===== config.mk =====
export PLATFORM = sky130hd
export DESIGN_NAME = pipeif_fetch
export DESIGN_NICKNAME = d
export VERILOG_FILES = /design/src/rtl/pipeif_fetch.sv
export SDC_FILE = /design/constraint.sdc
export NUM_CORES = 1
export LEC_CHECK = 0
export CAP_MARGIN = 20
export CORE_AREA = 10 10 156 158
export DETAILED_ROUTE_END_ITERATION = 8
export DIE_AREA = 0 0 166 168
export MAX_ROUTING_LAYER = met4
export PLACE_DENSITY = 0.82
export SYNTH_ARGS = -nofsm -noshare
export SYNTH_HDL_FRONTEND = slang
export SYNTH_SLANG_ARGS = --single-unit
export TNS_END_PERCENT = 50

===== constraint.sdc =====
create_clock -name clock -period 4.9 [get_ports clock]
set_clock_uncertainty 0.2 [all_clocks]
set_input_delay 0.49 -clock clock [delete_from_list [all_inputs] [get_ports clock]]
set_output_delay 0.49 -clock clock [all_outputs]
set_load 0.02 [all_outputs]

===== src/rtl/pipeif_fetch.sv =====
// pipeif_fetch: MIPS IF stage with IF/ID register, req/ack instruction fetch and delayed-branch redirect
module pipeif_fetch #(
  parameter logic [31:0] RESET_PC = 32'h0000_0000
) (
  input  logic        clock,
  input  logic        reset,
  input  logic [1:0]  pcsource,
  input  logic [31:0] bpc,
  input  logic [31:0] jpc,
  input  logic [31:0] da,
  input  logic        wpcir,
  input  logic        imem_ack,
  input  logic [31:0] imem_rdata,
  output logic        imem_req,
  output logic [31:0] imem_addr,
  output logic [31:0] pc,
  output logic [31:0] dpc4,
  output logic [31:0] inst,
  output logic        dvalid
);
  typedef enum logic [1:0] {IDLE, WAIT, HOLD} state_t;
  state_t r_state, w_next;
  logic [31:0] r_pc, r_dpc4, r_inst, r_hold, r_pend_pc;
  logic        r_dvalid, r_pend_v;
  logic [31:0] w_pc4, w_target, w_word;
  logic        w_ack, w_adv, w_bubble, w_capture, w_redirect;
  assign w_ack      = (r_state == WAIT) & imem_ack;
  assign w_adv      = (w_ack | (r_state == HOLD)) & wpcir;
  assign w_bubble   = (r_state == WAIT) & ~imem_ack & wpcir;
  assign w_capture  = w_ack & ~wpcir;
  assign w_redirect = r_dvalid & wpcir & (pcsource != 2'b00);
  assign w_pc4      = r_pc + 32'd4;
  assign w_target   = (pcsource == 2'b01) ? bpc : (pcsource == 2'b10) ? da : jpc;
  assign w_word     = (r_state == HOLD) ? r_hold : imem_rdata;
  always_comb begin
    w_next = r_state;
    case (r_state)
      IDLE:    w_next = WAIT;
      WAIT:    w_next = w_capture ? HOLD : WAIT;
      HOLD:    w_next = wpcir ? WAIT : HOLD;
      default: w_next = IDLE;
    endcase
  end
  always_ff @(posedge clock or posedge reset)
    if (reset) r_state <= IDLE;
    else       r_state <= w_next;
  // A pending target outranks a fresh redirect; both cannot coexist since decode holds a bubble after capture.
  always_ff @(posedge clock or posedge reset) begin
    if (reset) begin
      r_pc      <= RESET_PC;
      r_dpc4    <= '0;
      r_inst    <= '0;
      r_dvalid  <= 1'b0;
      r_hold    <= '0;
      r_pend_v  <= 1'b0;
      r_pend_pc <= '0;
    end else begin
      if (w_adv) begin
        r_dpc4   <= w_pc4;
        r_inst   <= w_word;
        r_dvalid <= 1'b1;
        r_pc     <= r_pend_v ? r_pend_pc : (w_redirect ? w_target : w_pc4);
        r_pend_v <= 1'b0;
      end else if (w_bubble) begin
        r_inst   <= '0;
        r_dvalid <= 1'b0;
        if (w_redirect) begin
          r_pend_v  <= 1'b1;
          r_pend_pc <= w_target;
        end
      end
      if (w_capture) r_hold <= imem_rdata;
    end
  end
  assign imem_req  = (r_state == WAIT);
  assign imem_addr = r_pc;
  assign pc        = r_pc;
  assign dpc4      = r_dpc4;
  assign inst      = r_inst;
  assign dvalid    = r_dvalid;
endmodule


==> impl_metrics.toml <==
[status]
outcome = "complete, no violations"

[clocking]
post_cts.repair.setup_buffers = 0
cts-root-buf = "clkbuf_16"
path_clk_slew_ps = 70
cts_resized = 0
ctsHoldBuffers = 0
clk_path_buf_depth = 2
clock_latency_ps = 430
clock_sinks = 164
cts_inserted_buffers = 17
tritoncts = "built"
htreeDepth = 4

[setup_path]
cpLargestDelayFamily = "buffers and inverters"
rr_worst_depth = 6
r2r_slack_ps = 2280
path_cells = "clkdlybuf4s50_1, o211ai_2, nand2_1, buf_16, nor3_1, a221oi_1, o21ai_1"
path_class = "primary input to flop"
start_kind = "primary input"
crit_required_ps = 4980
critPathLaunch = "wpcir"
worst-path-buf-inv = 2
r2r-end = "imem_addr[24]"
reg2reg_from = "imem_addr[2]"
cp_data_arrival_time_ps = 2740
cp_slowest_cell = "clkdlybuf4s50_1"
crit_fanout = 27
end_kind = "flop"
crit_path_max_incr_delay_ps = 600

[yosys]
synth_top_family_by_area = "multiplexers"
muxShareOfSynthArea_pct = 15.85
synth-simple-area-share_pct = 14.85
ys_warn_count = 0
synth_edf_count = 0
synth_flop_cell = "dfrtp_1"
synth_cell_types = 56
synth_fa_ha_area_share_pct = 0.1362
syn-num-nets = 1091
seq_area_frac_synth_pct = 44.67
synth.cell_area_mm2 = 0.009186
avgSynthCellArea_um2 = 9.609
synth-seq-cells = 164
synth-compound-area-share_pct = 15.30
synth_xor_area_share_pct = 2.574
syn_inst = 956
synth-async-reset-ratio_pct = 100.0

[routing]
wl_per_cell_um = 19.15
top_layer_used = "met4"
via_count = 7945
drt_iter0_markers = 525
drtAntennaViolNets = 0
dr_wl_met3_mm = 1.736
wl_met1_mm = 10.89
viasPerCell = 5.514
route.met2.wl_mm = 14.21
firstDrtPassIters = 6
drt_wl_total_mm = 27.60
drc = 0

[timing]
rsz0062_at_grt = "false"
whs_ps = 249.5
slew-limit-headroom_pct = 27.30
clock.fmax_mhz = 376.5
tightest_slew_ps = 1091
setup_viol_count_final = 0
tns_ps = 0
finalHoldViolations = 0
timing.final.max_slew_violations = 0
min_period_ps = 2656
timing.final.crit_share_pct = 54.21
worst_slack_ps = 2244

[grt]
grt_pass1_vias = 8076
grt_pass1_wl_mm = 43.84
antenna_found_initial = 0
grt_overflow_total = 0
grt_usage_pct = 19.84
grt_start_max_net_pins = 90

[pwr]
power.leakage_nw = 5.370
swShare_pct = 39.01
clkPwrFrac_pct = 20.8
power_density_mw_per_mm2 = 532.2
p_switching_mw = 2.566
p_int_mw = 4.012
ir_worst_vdd_uv = 368.2
power.share.sequential_pct = 37.0
combPwrFrac_pct = 42.3

[cells_and_area]
area_delta_synth_final_pct = 34.55
n_antenna_cell = 0
drive_gt1_share_pct = 9.905
nets = 1283

[placed_design]
hpwl_mm = 20.59
place_congestion = 0.8587
dp_slack_ps = 1774
port_buffers = 263

[floorplanning]
die_width_um = 166
core_area_mm2 = 0.02142
ios = 264
die_height_um = 168
initial_core_util_pct = 42.89
core.rowCount = 54
die_area_mm2 = 0.02789

[job]
max_cap_viol_count = 0

[min_path]
hold_path.class = "primary input to asynchronous set/reset pin"
layout make-up:
cell class / instances / area [um^2]
Fill cell: 1800 / 9057
Multi-Input combinational cell: 676 / 4488
Sequential cell: 164 / 4104
Timing Repair Buffer: 279 / 2778
Clock buffer: 20 / 456.7
Tap cell: 280 / 350.3
Clock inverter: 12 / 142.6
Inverter: 10 / 41.29
registers in the layout, summed over array words and instances, names as in the netlist:
name,count
inst,32
r_state,2
imem_addr,32
r_pend_pc,32
r_pend_v,1
r_hold,32
dpc4,32
dvalid,1
routing by layer:
layer  global-route usage (%)  up-vias
li1                         -     3769
met1                    22.29     3871
met2                    33.72      258
met3                    4.750       47
met4                    7.550        0
met5                        -        -
power groups by stage:
| stage | combinational (mW) | clock (mW) | sequential (mW) |
|---|---|---|---|
| global route | 3.00 | 1.44 | 2.52 |
| CTS | 2.81 | 1.39 | 2.43 |
| floorplan | 1.31 | 0 | 2.66 |
| global placement | 2.73 | 0 | 2.41 |
| finish | 2.78 | 1.37 | 2.43 |
| detailed placement | 2.80 | 0 | 2.45 |
Yosys cell counts, types with 5 or more instances:
cell / number / area [um^2]
buf_4: 36 / 270.3
mux2i_1: 87 / 870.8
xnor2_1: 20 / 175.2
a21oi_1: 50 / 250.2
buf_1: 8 / 30.03
nand2_1: 122 / 457.9
o22ai_1: 5 / 31.28
nor2b_1: 9 / 56.30
mux2_2: 51 / 574.3
xor2_1: 7 / 61.31
inv_1: 9 / 33.78
nor3_1: 7 / 35.03
and3_1: 10 / 62.56
and3b_1: 10 / 87.58
o21ai_0: 82 / 410.4
o31a_1: 5 / 43.79
buf_2: 30 / 150.1
a22o_1: 6 / 52.55
a211oi_1: 10 / 75.07
and4_1: 6 / 52.55
nand3_1: 46 / 230.2
a221oi_1: 7 / 61.31
clkbuf_1: 32 / 120.1
dfrtp_1: 164 / 4104
o2bb2ai_1: 9 / 78.83
o21ai_1: 40 / 200.2
a22oi_1: 6 / 45.04
nor2_1: 32 / 120.1
worst max-delay path by stage:
stage | to | slack, ps | cells past startpoint
after floorplan | dpc4[0] | 2130 | 1
after global placement | imem_addr[31] | 1580 | 5
after detailed placement | r_pend_pc[8] | 1770 | 4
after CTS | r_pend_pc[8] | 2160 | 4
after global routing | imem_addr[24] | 2030 | 6
final | imem_addr[15] | 2240 | 7
per-stage QoR:
stage	utilization (%)	cell area [um^2]	power, mW	instances
2_1_floorplan	-	9190	3.973	956
3_3_place_gp	54.66	11710	5.145	1406
3_5_place_dp	54.88	11750	5.249	1408
4_1_cts	57.68	12350	6.627	1440
5_1_grt	57.71	12360	6.962	1441
6_report	57.71	12360	6.578	1441
cells in the final DEF (no fill, tap or decap), types with 5 or more instances in the layout:
| master | n |
|---|---|
| clkdlybuf4s50_1 | 261 |
| dfrtp_1 | 164 |
| nand2_1 | 122 |
| mux2i_1 | 87 |
| o21ai_0 | 82 |
| mux2_2 | 51 |
| a21oi_1 | 49 |
| nand3_1 | 46 |
| o21ai_1 | 40 |
| nor2_1 | 32 |
| xnor2_1 | 20 |
| clkbuf_16 | 17 |
| buf_4 | 15 |
| a211oi_1 | 10 |
| and3_1 | 10 |
| and3b_1 | 10 |
| nor2b_1 | 9 |
| o2bb2ai_1 | 9 |
| inv_1 | 8 |
| xor2_1 | 7 |
| nor3_1 | 7 |
| a221oi_1 | 7 |
| and4_1 | 6 |
| a22o_1 | 6 |
| a22oi_1 | 6 |
| o22ai_1 | 5 |
| o31a_1 | 5 |
| inv_6 | 5 |
cells by family after synthesis:
logic type,after synthesis
buffers and inverters,116
AND/OR/NAND/NOR,270
adder cells (fa/ha/maj),1
multiplexers,139
AO/OA/AOI/OAI,239
XOR/XNOR,27
flip-flops,164
Power figures use the tool's default switching activity.
